$ cat src/rtl/mem_access_ctrl_if.sv
// Pipeline-side and cache-side signal bundle for the MEM-stage load/store sequencer.
interface mem_access_ctrl_if #(
  parameter int unsigned ADDR_W = 32,
  parameter int unsigned CNT_W  = 32
);

  // Pipeline request
  logic              req_valid_i;
  logic              req_we_i;
  logic [2:0]        req_type_i;
  logic [ADDR_W-1:0] req_addr_i;
  logic [31:0]       req_wdata_i;

  // Pipeline response
  logic              stall_o;
  logic              done_o;
  logic              misalign_o;
  logic [31:0]       load_data_o;

  // Data cache port
  logic              dc_req_o;
  logic              dc_we_o;
  logic [ADDR_W-1:0] dc_addr_o;
  logic [3:0]        dc_be_o;
  logic [31:0]       dc_wdata_o;
  logic              dc_ack_i;
  logic [31:0]       dc_rdata_i;

  // Performance counter
  logic [CNT_W-1:0]  slow_cnt_o;

  // Sequencer view
  modport slave (
    input  req_valid_i, req_we_i, req_type_i, req_addr_i, req_wdata_i,
    input  dc_ack_i, dc_rdata_i,
    output stall_o, done_o, misalign_o, load_data_o,
    output dc_req_o, dc_we_o, dc_addr_o, dc_be_o, dc_wdata_o,
    output slow_cnt_o
  );

  // Pipeline / cache environment view
  modport master (
    output req_valid_i, req_we_i, req_type_i, req_addr_i, req_wdata_i,
    output dc_ack_i, dc_rdata_i,
    input  stall_o, done_o, misalign_o, load_data_o,
    input  dc_req_o, dc_we_o, dc_addr_o, dc_be_o, dc_wdata_o,
    input  slow_cnt_o
  );

endinterface

$ cat src/rtl/mem_access_ctrl.sv
// MEM-stage load/store sequencer: alignment check, cache handshake, load extension.
module mem_access_ctrl #(
  parameter int unsigned ADDR_W = 32,
  parameter int unsigned CNT_W  = 32
) (
  input  logic               clk,
  input  logic               rst_n,
  mem_access_ctrl_if.slave   bus
);

  localparam int unsigned WAIT_W = 4;

  localparam logic [2:0] T_B  = 3'b000;
  localparam logic [2:0] T_H  = 3'b001;
  localparam logic [2:0] T_W  = 3'b010;
  localparam logic [2:0] T_BU = 3'b100;
  localparam logic [2:0] T_HU = 3'b101;

  typedef enum logic [1:0] {
    IDLE = 2'd0,
    REQ  = 2'd1,
    RESP = 2'd2
  } state_t;

  state_t            state;
  logic [1:0]        lane_q;
  logic [2:0]        type_q;
  logic              we_q;
  logic [WAIT_W-1:0] wait_cnt;

  logic              done_q;
  logic              misalign_q;
  logic [31:0]       load_data_q;
  logic              dc_req_q;
  logic              dc_we_q;
  logic [ADDR_W-1:0] dc_addr_q;
  logic [3:0]        dc_be_q;
  logic [31:0]       dc_wdata_q;
  logic [CNT_W-1:0]  slow_cnt_q;

  logic              bad_c;
  logic [3:0]        be_c;
  logic [31:0]       wdata_c;
  logic [31:0]       shifted_c;
  logic [31:0]       ext_c;

  // Decode the incoming op: legality/alignment, byte enables, lane-replicated store data
  always_comb begin
    bad_c   = 1'b1;
    be_c    = 4'b1111;
    wdata_c = 32'h0;
    case (bus.req_type_i)
      T_B: begin
        bad_c = 1'b0;
        if (bus.req_we_i) begin
          be_c    = 4'b0001 << bus.req_addr_i[1:0];
          wdata_c = {4{bus.req_wdata_i[7:0]}};
        end
      end
      T_H: begin
        bad_c = bus.req_addr_i[0];
        if (bus.req_we_i) begin
          be_c    = 4'b0011 << bus.req_addr_i[1:0];
          wdata_c = {2{bus.req_wdata_i[15:0]}};
        end
      end
      T_W: begin
        bad_c = (bus.req_addr_i[1:0] != 2'b00);
        if (bus.req_we_i) begin
          wdata_c = bus.req_wdata_i;
        end
      end
      T_BU:    bad_c = bus.req_we_i;
      T_HU:    bad_c = bus.req_we_i | bus.req_addr_i[0];
      default: bad_c = 1'b1;
    endcase
  end

  // Align the returned word to the addressed lane and extend to 32 bits
  always_comb begin
    shifted_c = bus.dc_rdata_i >> {lane_q, 3'b000};
    case (type_q)
      T_B:     ext_c = {{24{shifted_c[7]}}, shifted_c[7:0]};
      T_BU:    ext_c = {24'h0, shifted_c[7:0]};
      T_H:     ext_c = {{16{shifted_c[15]}}, shifted_c[15:0]};
      T_HU:    ext_c = {16'h0, shifted_c[15:0]};
      default: ext_c = shifted_c;
    endcase
  end

  // Sequencer FSM with registered outputs and slow-access accounting
  always_ff @(posedge clk or negedge rst_n) begin
    if (!rst_n) begin
      state       <= IDLE;
      lane_q      <= 2'b00;
      type_q      <= 3'b000;
      we_q        <= 1'b0;
      wait_cnt    <= '0;
      done_q      <= 1'b0;
      misalign_q  <= 1'b0;
      load_data_q <= 32'h0;
      dc_req_q    <= 1'b0;
      dc_we_q     <= 1'b0;
      dc_addr_q   <= '0;
      dc_be_q     <= 4'b0000;
      dc_wdata_q  <= 32'h0;
      slow_cnt_q  <= '0;
    end else begin
      done_q      <= 1'b0;
      misalign_q  <= 1'b0;
      load_data_q <= 32'h0;
      case (state)
        IDLE: begin
          if (bus.req_valid_i) begin
            lane_q <= bus.req_addr_i[1:0];
            type_q <= bus.req_type_i;
            we_q   <= bus.req_we_i;
            if (bad_c) begin
              // Illegal or misaligned: complete without touching the cache
              state      <= RESP;
              done_q     <= 1'b1;
              misalign_q <= 1'b1;
            end else begin
              state      <= REQ;
              dc_req_q   <= 1'b1;
              dc_we_q    <= bus.req_we_i;
              dc_addr_q  <= {bus.req_addr_i[ADDR_W-1:2], 2'b00};
              dc_be_q    <= be_c;
              dc_wdata_q <= wdata_c;
              wait_cnt   <= '0;
            end
          end
        end
        REQ: begin
          if (bus.dc_ack_i) begin
            state    <= RESP;
            dc_req_q <= 1'b0;
            done_q   <= 1'b1;
            if (!we_q) begin
              load_data_q <= ext_c;
            end
            if ((wait_cnt != '0) && (slow_cnt_q != '1)) begin
              slow_cnt_q <= slow_cnt_q + CNT_W'(1);
            end
          end else if (wait_cnt != '1) begin
            wait_cnt <= wait_cnt + WAIT_W'(1);
          end
        end
        RESP: begin
          // Same instruction still presents req_valid here; never relaunch it
          state <= IDLE;
        end
        default: state <= IDLE;
      endcase
    end
  end

  assign bus.stall_o     = bus.req_valid_i & ~done_q;
  assign bus.done_o      = done_q;
  assign bus.misalign_o  = misalign_q;
  assign bus.load_data_o = load_data_q;
  assign bus.dc_req_o    = dc_req_q;
  assign bus.dc_we_o     = dc_we_q;
  assign bus.dc_addr_o   = dc_addr_q;
  assign bus.dc_be_o     = dc_be_q;
  assign bus.dc_wdata_o  = dc_wdata_q;
  assign bus.slow_cnt_o  = slow_cnt_q;

endmodule

$ cat src/flat_wrapper.sv
// flat-port wrapper written by rule: the top's interface ports become plain ports
module mem_access_ctrl_flat 
#(
  parameter int unsigned ADDR_W = 32,
  parameter int unsigned CNT_W  = 32
)
  (clk, rst_n, bus_req_valid_i, bus_req_we_i, bus_req_type_i, bus_req_addr_i, bus_req_wdata_i, bus_dc_ack_i, bus_dc_rdata_i, bus_stall_o, bus_done_o, bus_misalign_o, bus_load_data_o, bus_dc_req_o, bus_dc_we_o, bus_dc_addr_o, bus_dc_be_o, bus_dc_wdata_o, bus_slow_cnt_o);
  mem_access_ctrl_if #(.ADDR_W(ADDR_W), .CNT_W(CNT_W)) bus_i ();
  input  logic clk;
  input  logic rst_n;
  input wire logic [$bits(bus_i.req_valid_i)-1:0] bus_req_valid_i;
  input wire logic [$bits(bus_i.req_we_i)-1:0] bus_req_we_i;
  input wire logic [$bits(bus_i.req_type_i)-1:0] bus_req_type_i;
  input wire logic [$bits(bus_i.req_addr_i)-1:0] bus_req_addr_i;
  input wire logic [$bits(bus_i.req_wdata_i)-1:0] bus_req_wdata_i;
  input wire logic [$bits(bus_i.dc_ack_i)-1:0] bus_dc_ack_i;
  input wire logic [$bits(bus_i.dc_rdata_i)-1:0] bus_dc_rdata_i;
  output wire logic [$bits(bus_i.stall_o)-1:0] bus_stall_o;
  output wire logic [$bits(bus_i.done_o)-1:0] bus_done_o;
  output wire logic [$bits(bus_i.misalign_o)-1:0] bus_misalign_o;
  output wire logic [$bits(bus_i.load_data_o)-1:0] bus_load_data_o;
  output wire logic [$bits(bus_i.dc_req_o)-1:0] bus_dc_req_o;
  output wire logic [$bits(bus_i.dc_we_o)-1:0] bus_dc_we_o;
  output wire logic [$bits(bus_i.dc_addr_o)-1:0] bus_dc_addr_o;
  output wire logic [$bits(bus_i.dc_be_o)-1:0] bus_dc_be_o;
  output wire logic [$bits(bus_i.dc_wdata_o)-1:0] bus_dc_wdata_o;
  output wire logic [$bits(bus_i.slow_cnt_o)-1:0] bus_slow_cnt_o;
  assign bus_i.req_valid_i = bus_req_valid_i;
  assign bus_i.req_we_i = bus_req_we_i;
  assign bus_i.req_type_i = bus_req_type_i;
  assign bus_i.req_addr_i = bus_req_addr_i;
  assign bus_i.req_wdata_i = bus_req_wdata_i;
  assign bus_i.dc_ack_i = bus_dc_ack_i;
  assign bus_i.dc_rdata_i = bus_dc_rdata_i;
  assign bus_stall_o = bus_i.stall_o;
  assign bus_done_o = bus_i.done_o;
  assign bus_misalign_o = bus_i.misalign_o;
  assign bus_load_data_o = bus_i.load_data_o;
  assign bus_dc_req_o = bus_i.dc_req_o;
  assign bus_dc_we_o = bus_i.dc_we_o;
  assign bus_dc_addr_o = bus_i.dc_addr_o;
  assign bus_dc_be_o = bus_i.dc_be_o;
  assign bus_dc_wdata_o = bus_i.dc_wdata_o;
  assign bus_slow_cnt_o = bus_i.slow_cnt_o;
  mem_access_ctrl #(.ADDR_W(ADDR_W), .CNT_W(CNT_W)) u_core (.clk(clk), .rst_n(rst_n), .bus(bus_i));
endmodule
$ cat config.mk
export PLATFORM = sky130hd
export DESIGN_NAME = mem_access_ctrl_flat
export DESIGN_NICKNAME = d
export VERILOG_FILES = /design/src/rtl/mem_access_ctrl_if.sv /design/src/rtl/mem_access_ctrl.sv /design/src/flat_wrapper.sv
export SDC_FILE = /design/constraint.sdc
export NUM_CORES = 1
export LEC_CHECK = 0
export CAP_MARGIN = 30
export CORE_MARGIN = 1
export CORE_UTILIZATION = 45
export DETAILED_ROUTE_END_ITERATION = 6
export HOLD_SLACK_MARGIN = 0.02
export PLACE_DENSITY = 0.8
export SYNTH_ARGS = -nofsm -noshare
export SYNTH_HDL_FRONTEND = slang
export SYNTH_SLANG_ARGS = --single-unit
$ cat constraint.sdc
create_clock -name clk -period 2.7 [get_ports clk]
set_input_delay 0.27 -clock clk [delete_from_list [all_inputs] [get_ports clk]]
set_output_delay 0.27 -clock clk [all_outputs]
set_load 0.02 [all_outputs]
==> results.md <==
- Status: complete, but fails checks
- Failing checks: DRC
- CORE AREA: approximately 15000 µm²
- Req. time, crit path: 3010 ps
- Layout cells sized above 1: 0.0747
- Storage element area: 3650 µm²
- Fill cells: ~1200
- Placed cell count: 1101
- Post-Syn Instances: roughly 700
- DRC: 26
- Grt ovf: 0
- Combinational Power Share: 0.265
- CTS Sinks: approximately 150
- Via count: around 6000
- Multi-input logic area: 2990 µm²
- Die X: 125 µm
- Worst path max stage delay: 400 ps
- Detail Route Antenna Nets: 0
- IO buf count: 238
- Mean Syn Cell Area: 9.73 µm²
- Final worst-path cycle share: 0.800
- H-tree levels: 4
- Worst VDD drop: slightly above 0.0005 V
- Max Slew Vio Count: 0
- CP max stage cell: dfrtp_1
- Final instance area: between 10000 and 15000 µm²
- Worst Setup EP: u_core.bus.slow_cnt_o[1]
- Row count: 44
- CP Buf/Inv Count: 0
- Max_slew headroom: 0.575
- Fin util: 0.690
- CTS Buf Count: 17
- Largest net degree at the start of global routing: 61
- Tmin final: roughly 2200 ps
- Die Y: 125 µm
- CP max FO: 6
- Final Non-Filler Cells: ~1100
- Unique masters post-synth: 62
- Lkg Pwr: approximately 4.5 nW
- Post-synth EDFFs: 0
- Antenna diodes: 0
- CTS tree: done
- Clk root buf: clkbuf_16
- DRT Wirelength: 18700 µm
- Post-synthesis register bit count: 146
- Starting Density: 0.466
- Via density: 5.31
- Mapped Area: 6820 µm²
- Number of global-route vias before repair: 5849
- Hold Buf Count CTS: 1
- First-pass GRT wire length: between 30000 and 40000 µm
- Worst path most repeated cell: nand4_1
- Layout Skew: approximately 7 ps
- RSZ-0062 raised after global routing: no
- Critical path type: flop to flop
- Depth of the worst register-to-register path: 6
- Post-synth ARST share: 1.00
- Clk Latency, worst-skew pair: about 420 ps
- Sequential share of power: 0.371
- Crit end category: flop
- Initial antenna violation count: 0
- Sum Neg Setup Slack: 0 ps
- Sequential share of the synthesized area: 0.535
- Warnings, synthesis: 0
- Reg clk slew, reported paths: around 60 ps
- Final Hold Vio Count: 0
- Post-CTS sizing: 0
- Internal power: 5.19 mW
- Worst-path cell chain: ha_1 > nand4_1 > nor3_1 > nand4_1 > nand2_1 > mux2_2
- Worst-margin pin slew: between 600 and 700 ps
- Setup-failing EPs final: 0
- PD cells: 723 nW/µm²
- Max clock buf depth: 2
- Area Growth Syn to Fin: 48.1%
- WHS: around 380 ps
- Synth area leaders: dfrtp_1, nand2_1, mux2i_1
- Most frequent cell after synthesis: nand2_1
- Hold Path Cell Cnt: 3
- Post-synth top area share: 0.535
- Max-cap violations: 0
- R2R Setup Slk: ~540 ps
- DP Wirelength: 13800 µm
- Pre-antenna DRT Iters: 7
- Die Footprint: about 16000 µm²
- Data arrival time of the worst path: 2470 ps
- Net Sw Power: roughly 2.1 mW
- Leading area contributor after synthesis: dfrtp_1
- CP top delay family: simple AND/OR/NAND/NOR gates
- Postcts setup bufs: 0
- Placer Congestion: approximately 0.9
- Hold crit path type: primary input to flop
- Gr usage total: 0.247
- Critical path origin: u_core.bus.slow_cnt_o[0]
- Commonest cells post-synth: nand2_1, dfrtp_1, o21ai_0
- DRT iter0 DRCs: 550
- Critical path depth: 6
- Clk pwr share: 0.364
- Reg-to-Reg End: u_core.bus.slow_cnt_o[1]
- DR WL/cell: roughly 17 µm
- I/O Pins: approximately 240
- Switching portion of total power: 0.290
- Peak Freq: roughly 460 MHz
- CP Launch Type: flop
- RR Startpoint: u_core.bus.slow_cnt_o[0]
- Ys flop type: dfrtp_1
- NumNets Final: approximately 1000
- Placed cell area: roughly 9400 µm²
-- worst min-delay path, stage by stage --
cell and delay (ps):
clkdlybuf4s50_1 400, nand2_1 50, nand2_1 40
-- metrics by stage --
| step | total power, mW | setup slack, ps |
|---|---|---|
| floorplan | 3.71 | 757 |
| global placement | 4.64 | 356 |
| detailed placement | 4.68 | 280 |
| CTS | 7.37 | 549 |
| global route | 7.65 | 456 |
| finish | 7.31 | 540 |
-- metal layers --
metal / wire (µm) / global-route usage
met2: 9200 / 0.406
met3: 969 / 0.0466
met1: 8040 / 0.319
met4: 532 / 0.108
met5: 0 / 0
-- area by class of cell --
cell class,count,share of cell area
sequential,146,0.361
multi-input combinational,511,0.296
timing repair buffer,253,0.250
clock buffer,23,0.0502
tap,184,0.0228
clock inverter,9,0.0171
inverter,8,0.00297
-- flip-flops by register name, indices dropped and copies added (netlist names) --
signal,cells
u_core.bus.dc_addr_o,30
u_core.bus.dc_be_o,4
u_core.bus.dc_req_o,1
u_core.bus.dc_wdata_o,32
u_core.bus.dc_we_o,1
u_core.bus.done_o,1
u_core.bus.load_data_o,32
u_core.bus.misalign_o,1
u_core.bus.slow_cnt_o,32
u_core.lane_q,2
u_core.state,2
u_core.type_q,3
u_core.wait_cnt,4
u_core.we_q,1
-- power groups by stage --
| stage | clock network [mW] | logic, mW | registers (mW) |
|---|---|---|---|
| 3_5_place_dp | 0 | 1.94 | 2.74 |
| 5_1_grt | 2.81 | 2.09 | 2.75 |
| 2_1_floorplan | 0 | 0.668 | 3.04 |
| 3_3_place_gp | 0 | 1.91 | 2.74 |
| 4_1_cts | 2.71 | 1.95 | 2.71 |
| 6_report | 2.66 | 1.94 | 2.71 |
-- placed cells by master, fill, tap and decap left out, types with 8 or more instances in the layout --
| master | netlist | layout |
|---|---|---|
| nor2_1 | 23 | 23 |
| dfrtp_1 | 146 | 146 |
| nand2_1 | 180 | 180 |
| clkbuf_16 | 0 | 17 |
| a21oi_1 | 32 | 32 |
| inv_1 | 8 | 8 |
| a211oi_1 | 17 | 17 |
| clkdlybuf4s50_1 | 0 | 237 |
| nor3_1 | 11 | 11 |
| a22oi_1 | 11 | 11 |
| a21o_1 | 8 | 8 |
| xor2_1 | 9 | 9 |
| buf_4 | 2 | 12 |
| o31ai_1 | 9 | 9 |
| xnor2_1 | 16 | 16 |
| nor2b_1 | 16 | 15 |
| nand3_1 | 23 | 23 |
| mux2i_1 | 26 | 26 |
| o21ai_0 | 43 | 43 |
-- worst min path at each step --
stage	startpoint	endpoint	slack, ps
after floorplan	rst_n	u_core.bus.dc_addr_o[10]	-30
after global placement	rst_n	u_core.bus.slow_cnt_o[23]	290
after detailed placement	rst_n	u_core.bus.slow_cnt_o[23]	280
after CTS	bus_req_addr_i[20]	u_core.bus.dc_addr_o[20]	360
after global routing	bus_req_addr_i[29]	u_core.bus.dc_addr_o[29]	380
final	bus_req_addr_i[2]	u_core.bus.dc_addr_o[2]	380
-- cells by family (layout without fill, tap and decap cells) --
group / after synthesis / after routing / synth area share
xor gates and xnor gates: 25 / 25 / 0.0321
buffers and inverters: 45 / 293 / 0.0304
AOI/OAI and AO/OA: 145 / 145 / 0.135
and+or+nand+nor: 298 / 298 / 0.202
adders and majority gates: 7 / 7 / 0.0128
other: 1 / 2 / 0.000550
DFF: 146 / 146 / 0.535
muxes: 34 / 34 / 0.0513
(Power assumes the default switching activity.)
